[config.mk]
export PLATFORM = sky130hd
export DESIGN_NAME = cc3000_spi_slave
export DESIGN_NICKNAME = d
export VERILOG_FILES = /design/src/rtl/cc3000_spi_slave.sv
export SDC_FILE = /design/constraint.sdc
export NUM_CORES = 1
export LEC_CHECK = 0
export CAP_MARGIN = 20
export CORE_ASPECT_RATIO = 1.5
export CORE_MARGIN = 10
export CORE_UTILIZATION = 52
export CTS_BUF_LIST = sky130_fd_sc_hd__clkbuf_16
export DETAILED_ROUTE_END_ITERATION = 7
export DONT_BUFFER_PORTS = 1
export HOLD_SLACK_MARGIN = 0.12
export PLACE_DENSITY = 0.72
export SLEW_MARGIN = 15
export SYNTH_ARGS = -nofsm -noshare
export SYNTH_HDL_FRONTEND = slang
export SYNTH_SLANG_ARGS = --single-unit
[constraint.sdc]
create_clock -name SYSCLK -period 3.48 [get_ports SYSCLK]
set_input_delay 0.696 -clock SYSCLK [delete_from_list [all_inputs] [get_ports SYSCLK]]
set_output_delay 0.696 -clock SYSCLK [all_outputs]
set_load 0.01 [all_outputs]
[src/rtl/cc3000_spi_slave.sv]
// SPI mode-1 slave for the CC3000 host link: SPI pins are oversampled on SYSCLK,
// with one-byte transmit holding register and byte-wide receive output.
module cc3000_spi_slave #(
    parameter int         SYNC_STAGES = 2,
    parameter logic [7:0] IDLE_BYTE   = 8'h00
) (
    input  logic       SYSCLK,
    input  logic       NSYSRESET,
    input  logic       SPI_CLK,
    input  logic       SPI_SS,
    input  logic       SPI_DI,
    output logic       SPI_DO,
    output logic       SPI_DO_OE,
    input  logic [7:0] tx_data,
    input  logic       tx_valid,
    output logic       tx_ready,
    output logic [7:0] rx_data,
    output logic       rx_valid,
    output logic       irq_n,
    output logic       underrun,
    output logic       aborted,
    output logic       frame_done
);

    typedef enum logic {IDLE, SHIFT} state_t;

    state_t state, state_nxt;

    logic [SYNC_STAGES-1:0] clk_sync, ss_sync, di_sync;
    logic                   clk_d, ss_d;
    logic                   clk_s, ss_s, di_s;
    logic                   clk_rise, clk_fall, ss_rise, ss_fall;

    logic [7:0] tx_sh, rx_sh, hold_data;
    logic       hold_full;
    logic [2:0] bitcnt;

    logic do_start, do_load, do_shl, do_samp, do_abort, do_done;

    assign clk_s = clk_sync[SYNC_STAGES-1];
    assign ss_s  = ss_sync[SYNC_STAGES-1];
    assign di_s  = di_sync[SYNC_STAGES-1];

    assign clk_rise = clk_s & ~clk_d;
    assign clk_fall = ~clk_s & clk_d;
    assign ss_rise  = ss_s & ~ss_d;
    assign ss_fall  = ~ss_s & ss_d;

    always_ff @(posedge SYSCLK or negedge NSYSRESET) begin
        if (!NSYSRESET) begin
            clk_sync <= '0;
            ss_sync  <= '0;
            di_sync  <= '0;
            clk_d    <= 1'b0;
            ss_d     <= 1'b0;
        end else begin
            clk_sync <= {clk_sync[SYNC_STAGES-2:0], SPI_CLK};
            ss_sync  <= {ss_sync[SYNC_STAGES-2:0], SPI_SS};
            di_sync  <= {di_sync[SYNC_STAGES-2:0], SPI_DI};
            clk_d    <= clk_s;
            ss_d     <= ss_s;
        end
    end

    always_ff @(posedge SYSCLK or negedge NSYSRESET) begin
        if (!NSYSRESET) state <= IDLE;
        else            state <= state_nxt;
    end

    // SS edges win over SCK edges; SS rising while IDLE (e.g. after a reset
    // that cut a frame) is not a frame end and produces no pulse.
    always_comb begin
        state_nxt = state;
        do_start  = 1'b0;
        do_load   = 1'b0;
        do_shl    = 1'b0;
        do_samp   = 1'b0;
        do_abort  = 1'b0;
        do_done   = 1'b0;
        case (state)
            IDLE: begin
                if (ss_fall) begin
                    state_nxt = SHIFT;
                    do_start  = 1'b1;
                end
            end
            SHIFT: begin
                if (ss_rise) begin
                    state_nxt = IDLE;
                    do_done   = 1'b1;
                    do_abort  = (bitcnt != 3'd0);
                end else if (clk_rise) begin
                    if (bitcnt == 3'd0) do_load = 1'b1;
                    else                do_shl  = 1'b1;
                end else if (clk_fall) begin
                    do_samp = 1'b1;
                end
            end
            default: state_nxt = IDLE;
        endcase
    end

    always_ff @(posedge SYSCLK or negedge NSYSRESET) begin
        if (!NSYSRESET) begin
            tx_sh      <= '0;
            rx_sh      <= '0;
            hold_data  <= '0;
            hold_full  <= 1'b0;
            bitcnt     <= '0;
            rx_data    <= '0;
            rx_valid   <= 1'b0;
            underrun   <= 1'b0;
            aborted    <= 1'b0;
            frame_done <= 1'b0;
        end else begin
            rx_valid   <= 1'b0;
            underrun   <= 1'b0;
            aborted    <= do_abort;
            frame_done <= do_done;

            if (do_start) bitcnt <= 3'd0;

            if (do_load) begin
                if (hold_full) begin
                    tx_sh <= hold_data;
                end else begin
                    tx_sh    <= IDLE_BYTE;
                    underrun <= 1'b1;
                end
            end else if (do_shl) begin
                tx_sh <= {tx_sh[6:0], 1'b0};
            end

            if (do_samp) begin
                rx_sh  <= {rx_sh[6:0], di_s};
                bitcnt <= bitcnt + 3'd1;
                if (bitcnt == 3'd7) begin
                    rx_data  <= {rx_sh[6:0], di_s};
                    rx_valid <= 1'b1;
                end
            end

            // A byte accepted while the slot is being filled from an empty
            // register waits for the next slot rather than bypassing.
            if (do_load && hold_full) begin
                hold_full <= 1'b0;
            end else if (tx_valid && !hold_full) begin
                hold_full <= 1'b1;
                hold_data <= tx_data;
            end
        end
    end

    assign tx_ready  = ~hold_full;
    assign irq_n     = ~hold_full;
    assign SPI_DO    = (state == SHIFT) ? tx_sh[7] : 1'b0;
    assign SPI_DO_OE = (state == SHIFT);

endmodule
==> results of run 1 <==
-- layout make-up --
type | count | area, sq um
repair buffers | 1 | 27.5
inverters | 11 | 41.3
clock inverters | 3 | 26.3
clock buffers | 5 | 125
multi-input cells | 73 | 712
flip-flops and latches | 48 | 1200
fillers | 306 | 1500
well taps | 43 | 53.8
-- kinds of logic (layout without fill, tap and decap cells) --
kind of cell / after synthesis / count (layout) / synth area share
flip-flops: 48 / 48 / 0.603
AND/OR/NAND/NOR: 27 / 27 / 0.0986
multiplexers: 41 / 41 / 0.233
adder cells (fa/ha/maj): 3 / 3 / 0.0188
AO/OA/AOI/OAI: 2 / 2 / 0.00691
buffers and inverters: 17 / 20 / 0.0396
-- final timing paths --
| check | depth (start not counted) | from | endpoint | slack [ns] |
|---|---|---|---|---|
| setup / recovery | 5 | bitcnt[0] | tx_sh[2] | 1.52 |
| hold / removal | 1 | NSYSRESET | tx_sh[4] | 0.25 |
| setup reg to reg | 5 | bitcnt[0] | tx_sh[2] | 1.52 |
| hold reg to reg | 0 | ss_sync[0] | ss_sync[1] | 0.35 |
| max in group asynchronous | 1 | NSYSRESET | ss_d | 3.02 |
| min in group SYSCLK | 0 | ss_sync[0] | ss_sync[1] | 0.35 |
-- through the flow --
stage / setup WS (ns) / instance area [sq um] / hold WS, ns / utilization / instances
after floorplan: 1.92 / 1990 / 0.331 / - / 138
after global placement: 1.59 / 2010 / 0.333 / 0.545 / 175
after detailed placement: 1.50 / 2010 / 0.336 / 0.545 / 175
after CTS: 1.48 / 2190 / 0.257 / 0.594 / 184
after global routing: 1.33 / 2190 / 0.256 / 0.594 / 184
final: 1.52 / 2190 / 0.251 / 0.594 / 184
-- registers in the layout, summed over array words and instances, names as in the netlist, 2 cells and up --
register / cells
bitcnt: 3
clk_sync: 2
di_sync: 2
hold_data: 8
rx_data: 8
rx_sh: 7
ss_sync: 2
tx_sh: 8
-- power by group through the flow --
stage | clock, mW | combinational, mW | sequential (mW)
after floorplan | 0 | 0.348 | 0.778
after global placement | 0 | 0.360 | 0.810
after detailed placement | 0 | 0.376 | 0.818
after CTS | 0.492 | 0.394 | 0.808
after global routing | 0.517 | 0.443 | 0.828
final | 0.477 | 0.386 | 0.806
-- synth_stat cells (2+ instances only) --
cell	n
sky130_fd_sc_hd__dfrtp_1	48
sky130_fd_sc_hd__mux2_2	20
sky130_fd_sc_hd__nand2_1	10
sky130_fd_sc_hd__and2_1	4
sky130_fd_sc_hd__inv_1	11
sky130_fd_sc_hd__buf_2	3
sky130_fd_sc_hd__mux2_1	3
sky130_fd_sc_hd__ha_1	3
sky130_fd_sc_hd__mux2_4	5
sky130_fd_sc_hd__nor2_1	3
sky130_fd_sc_hd__mux2i_1	13
sky130_fd_sc_hd__nor2b_1	2
-- per-layer routing --
layer | routed length, microns | vias to the layer above | share of wire
met5 | 0 | - | 0
li1 | - | 465 | -
met1 | 1120 | 493 | 0.37
met2 | 1620 | 24 | 0.53
met3 | 241 | 6 | 0.079
met4 | 82 | 0 | 0.027
-- worst max-delay path: cells and delay by family (launching register included) --
family                     cells  cell delay (ns)
and+or+nand+nor                1             0.75
muxes                          2             0.48
DFF                            1             0.41
adders and majority gates      1             0.13
buffers and inverters          1             0.07
==> flow_summary_export.csv, run 1 <==
group,metric,value,unit
status,status,"finished clean",
setup_path,critical_path.cell_chain,"inv_1 -> ha_1 -> nor2b_1 -> mux2i_1 -> mux2_4",
setup_path,cpMaxStageDelayCell,"sky130_fd_sc_hd__nor2b_1",
min_path,hp-class,"in2async",
logic_synthesis,synth_seq_cells,48,
global_route,met1_usage,0.0941,
timing,relSlewSlack,0.365,
setup_path,critical-path-max-stage-delay,0.75,ns
global_route,groute.layer.met3.usage,0.0453,
global_route,grt_total_usage,0.0981,
logic_synthesis,ys_async_sr_fraction,1.00,
power,worst_vdd_rail_ir_drop,0.504,mV
power,total_power,1.67,mW
clocking,cts_resized,0,
setup_path,worst-setup-path-type,"reg2reg",
clocking,cts_hold_buffers,1,
floorplanning,die_area,6760,sq um
drt,drt-vias-per-instance,5.37,
timing,period_needed,1.96,ns
timing,worst_slew_pin_slew,0.950,ns
power,share_seq_of_total_power,0.483,
timing,timing_max_transition_violations_final,0,
power,clockPowerShare,0.286,
power,net-switching-power,467,uW
cells_and_area,layout_commonest_cell,"sky130_fd_sc_hd__dfrtp_1",
logic_synthesis,post_synth_inst_count,138,
clocking,clk_transition_reported_paths,0.07,ns
timing,final_total_negative_setup_slack,0,ns
clocking,cts_root_cell,"sky130_fd_sc_hd__clkbuf_16",
global_route,busiest_layer,"met2",
logic_synthesis,ys_seq_area_frac,0.603,
clocking,cts_tree,"done",
setup_path,endpoint_kind,"flop",
setup_path,crit_fanout,11,
global_route,grt_start_max_net_pins,49,
drt,drc,0,
setup_path,cp.required,3.65,ns
cells_and_area,layout_common_cells,"sky130_fd_sc_hd__dfrtp_1, sky130_fd_sc_hd__mux2_2, sky130_fd_sc_hd__mux2i_1",
clocking,clock_insertion_delay_worst_skew,0.29,ns
placement,dpl.hpwl,2180,microns
timing,fmax,510,MHz
drt,drt_wl_total,3060,microns
power,static-leakage-power,1.12,nW
flow_run,max-cap-violations,0,
global_route,first_global_vias,1087,
cells_and_area,flow.area_growth_from_synthesis,9.80,%
placement,gpl.final_weighted_congestion,0.689,
logic_synthesis,synth_ff_type,"sky130_fd_sc_hd__dfrtp_1",
drt,wire_per_inst,16.6,microns
global_route,global_route_wire_length_before_repair,5200,microns
logic_synthesis,synthTopCellsByArea,"sky130_fd_sc_hd__dfrtp_1, sky130_fd_sc_hd__mux2_2, sky130_fd_sc_hd__mux2i_1, sky130_fd_sc_hd__mux2_4, sky130_fd_sc_hd__inv_1",
drt,vias,988,
logic_synthesis,synthesis.nets,155,
cells_and_area,post_route_cells_drive_above_1_share,0.277,
clocking,cts_made_buffers,5,
timing,finalSetupViolCount,0,
logic_synthesis,synth.distinct_cells,25,
clocking,numClockSinks,48,
power,power.switching_fraction,0.280,
floorplanning,dieHeight,95.8,microns
floorplanning,placementRows,27,
global_route,global_route.usage.met2,0.167,
setup_path,start_kind,"flop",
logic_synthesis,synthDominantCellAreaShare,0.603,
global_route,grt_remaining_overflow,0,
clocking,clk_path_buf_depth,2,
cells_and_area,antenna_cells,0,
drt,drt_iter0_markers,62,
timing,rsz0062_at_grt,"no",
timing,final_hold_viol_count,0,
power,pwr_density_cell,763,nW/um^2
floorplanning,num_io_pins,30,
floorplanning,dieWidth,70.5,microns
clocking,cts-htree-levels,2,
logic_synthesis,syn_area,1990,sq um
logic_synthesis,yosysTopAreaCell,"sky130_fd_sc_hd__dfrtp_1",
floorplanning,initial_core_util,0.541,
drt,ant_nets,0,
cells_and_area,final_net_count,157,
logic_synthesis,synth.yosys.warnings,0,
setup_path,cp_data_arrival_time,2.13,ns
placement,numPortBuffers,0,
power,power.internal,1.20,mW
logic_synthesis,average_footprint_of_a_synthesized_cell,14.4,sq um
logic_synthesis,synth_enable_flop_cells,0,
global_route,grt_antenna_before_repair,0,
power,pwr-share-comb,0.231,
clocking,cts_setup_buffers,0,
timing,min_period_over_period,0.563,
floorplanning,floorplan.core_area,3680,sq um
drt,firstDrtPassIters,4,
timing,skew,0.00544,ns
No activity file was read; power rests on OpenSTA's default activity.
==> run 2, diff against run 1 <==
--- a/config.mk
+++ b/config.mk
@@ -13,7 +13,7 @@
 export DETAILED_ROUTE_END_ITERATION = 7
 export DONT_BUFFER_PORTS = 1
 export HOLD_SLACK_MARGIN = 0.12
-export PLACE_DENSITY = 0.72
+export PLACE_DENSITY = 0.75
 export SLEW_MARGIN = 15
 export SYNTH_ARGS = -nofsm -noshare
 export SYNTH_HDL_FRONTEND = slang
==> constraint.sdc (replaced) <==
create_clock -name SYSCLK -period 1.8 [get_ports SYSCLK]
set_input_delay 0.36 -clock SYSCLK [delete_from_list [all_inputs] [get_ports SYSCLK]]
set_output_delay 0.36 -clock SYSCLK [all_outputs]
set_load 0.01 [all_outputs]
==> run 2 against run 1 <==
Against the previous run: cell count grew 3.8%; global-route usage grew 0.22 points; clock-buffer cell count is the same; die area is the same; clock skew grew 0.00061 ns; flip-flop and latch count is the same; worst setup slack lost 1.3 ns; register-to-register slack lost 1.2 ns; combinational power grew 100%; via count grew 1.7%; critical path type is now reg2out.
==> flow_summary_export.csv, run 2 (same netlist as run 1, synthesis figures left out) <==
group,metric,value,unit
status,status,"finished clean",
drt,drt-vias-per-instance,5.26,
drt,ant_nets,0,
timing,fmax,650,MHz
global_route,global_route_wire_length_before_repair,5440,microns
global_route,grt_start_max_net_pins,49,
cells_and_area,flow.area_growth_from_synthesis,12.4,%
setup_path,reg2reg_depth,6,
timing,period_needed,1.54,ns
drt,drc,0,
floorplanning,dieWidth,70.5,microns
setup_path,rr_startpoint,"bitcnt[0]",
clocking,cts_made_buffers,5,
setup_path,crit_fanout,9,
placement,dpl.cell_count,178,
power,net-switching-power,895,uW
clocking,numClockSinks,48,
power,pwr-share-comb,0.244,
global_route,grt_total_usage,0.100,
cells_and_area,antenna_cells,0,
power,static-leakage-power,1.14,nW
setup_path,cp_data_arrival_time,1.18,ns
global_route,grt_antenna_before_repair,0,
clocking,clk_path_buf_depth,2,
drt,drt_wl_total,3170,microns
floorplanning,floorplan.core_area,3680,sq um
drt,vias,1005,
flow_run,max-cap-violations,0,
cells_and_area,final_net_count,164,
cells_and_area,post_layout_nonfiller_instances,191,
setup_path,cp.required,1.44,ns
timing,skew,0.00605,ns
power,clockPowerShare,0.272,
power,pwr_density_cell,1440,nW/um^2
power,power.switching_fraction,0.278,
setup_path,r2r_setup_slack,0.30,ns
floorplanning,die_area,6760,sq um
setup_path,critPathTopFamily,"flip-flops",
clocking,cts-htree-levels,2,
setup_path,endpoint_kind,"output port",
setup_path,cp_num_buf_inv,0,
setup_path,start_kind,"flop",
cells_and_area,post_route_cells_drive_above_1_share,0.270,
timing,timing_max_transition_violations_final,0,
setup_path,cpMaxStageDelayCell,"sky130_fd_sc_hd__dfrtp_1",
min_path,hold-path-endpoint,"hold_full",
floorplanning,placementRows,27,
clocking,cts_root_cell,"sky130_fd_sc_hd__clkbuf_16",
timing,min_period_over_period,0.854,
setup_path,crit-reg2reg-capture,"tx_sh[0]",
min_path,hp-class,"in2reg",
cells_and_area,layout_common_cells,"sky130_fd_sc_hd__dfrtp_1, sky130_fd_sc_hd__mux2_2, sky130_fd_sc_hd__mux2i_1",
cells_and_area,layout_commonest_cell,"sky130_fd_sc_hd__dfrtp_1",
placement,dpl.hpwl,2290,microns
power,worst_vdd_rail_ir_drop,1.19,mV
power,share_seq_of_total_power,0.485,
timing,final_total_negative_setup_slack,0,ns
floorplanning,initial_core_util,0.541,
placement,gpl.final_weighted_congestion,0.743,
setup_path,critical_path.cell_chain,"and2_1",
floorplanning,dieHeight,95.8,microns
global_route,grt_remaining_overflow,0,
clocking,cts_tree,"done",
setup_path,critical-path-max-stage-delay,0.64,ns
global_route,first_global_vias,1091,
power,total_power,3.22,mW
drt,wire_per_inst,16.6,microns
placement,numPortBuffers,0,
setup_path,worst-setup-path-type,"reg2out",
clocking,cts_resized,0,
min_path,worstHoldPathCells,1,
timing,final_hold_viol_count,0,
cells_and_area,biggestRegsByFlops,"hold_data x8, rx_data x8, tx_sh x8",
power,power.internal,2.33,mW
drt,drt_iter0_markers,23,
timing,finalSetupViolCount,0,
floorplanning,num_io_pins,30,
min_path,critical_hold_path_startpoint,"tx_valid",
drt,firstDrtPassIters,4,
timing,rsz0062_at_grt,"no",
clocking,clock_insertion_delay_worst_skew,0.29,ns
timing,worst_slew_pin_slew,0.479,ns
clocking,clk_transition_reported_paths,0.06,ns
timing,relSlewSlack,0.681,
run 2: changes by cell type in the layout (fill, tap and decap cells not counted):
cell,previous run,this run
sky130_fd_sc_hd__dlygate4sd3_1,0,4
sky130_fd_sc_hd__clkinvlp_4,0,1
sky130_fd_sc_hd__clkinv_4,1,0
sky130_fd_sc_hd__inv_6,2,0
sky130_fd_sc_hd__clkinv_1,0,1
sky130_fd_sc_hd__buf_4,0,3
sky130_fd_sc_hd__inv_1,11,12
run 2: cell type report:
| cell class | instances | area [sq um] |
|---|---|---|
| Timing Repair Buffer | 8 | 90.1 |
| Inverter | 11 | 41.3 |
| Clock buffer | 5 | 125 |
| Sequential cell | 48 | 1200 |
| Multi-Input combinational cell | 73 | 712 |
| Fill cell | 261 | 1440 |
| Clock inverter | 3 | 15.0 |
| Tap cell | 43 | 53.8 |
run 2: how the worst max path moves through the flow:
| stage | start | endpoint | slack, ns | cells after the start |
|---|---|---|---|---|
| 6_report | SPI_DO_OE | SPI_DO | 0.26 | 1 |
| 5_1_grt | SPI_DO_OE | SPI_DO | 0.18 | 1 |
| 4_1_cts | SPI_DO_OE | SPI_DO | 0.24 | 1 |
| 3_5_place_dp | bitcnt[0] | tx_sh[0] | 0.30 | 6 |
| 3_3_place_gp | bitcnt[0] | tx_sh[0] | 0.35 | 6 |
| 2_1_floorplan | bitcnt[0] | tx_sh[2] | 0.40 | 6 |
run 2: layer usage:
metal / GRT usage / vias up / part of all wire
met5: 0 / - / 0
met4: 0.0437 / 0 / 0.019
met3: 0.0597 / 5 / 0.11
met2: 0.158 / 33 / 0.47
met1: 0.107 / 488 / 0.40
li1: - / 479 / -
run 2: per-stage QoR:
stage          area [sq um]  hold slack (ns)  worst slack (ns)  utilization
6_report               2240            0.210             0.262        0.608
4_1_cts                2240            0.210             0.236        0.608
3_3_place_gp           2030           0.0669             0.354        0.551
3_5_place_dp           2030           0.0665             0.303        0.551
5_1_grt                2240            0.212             0.176        0.608
2_1_floorplan          1990           0.0644             0.397            -
run 2: power by group through the flow:
stage,logic (mW),clock network [mW],registers [mW]
after floorplan,0.672,0,1.50
after global placement,0.723,0,1.57
after detailed placement,0.762,0,1.59
after CTS,0.800,0.894,1.57
after global routing,0.868,0.936,1.61
final,0.786,0.876,1.56
run 2: timing repair:
item,4_1_cts,5_1_grt
hold endpoints to repair,51,0
endpoints found under the setup margin,0,0
hold buffers,5,0
buffers inserted,0,0
==> run 3, diff against run 2 <==
--- a/config.mk
+++ b/config.mk
@@ -14,7 +14,7 @@
 export DONT_BUFFER_PORTS = 1
 export HOLD_SLACK_MARGIN = 0.12
 export PLACE_DENSITY = 0.75
-export SLEW_MARGIN = 15
+export SLEW_MARGIN = 20
 export SYNTH_ARGS = -nofsm -noshare
 export SYNTH_HDL_FRONTEND = slang
 export SYNTH_SLANG_ARGS = --single-unit
==> results of run 3 <==
No change in the layout: final DEF, timing and power equal those of run 2.
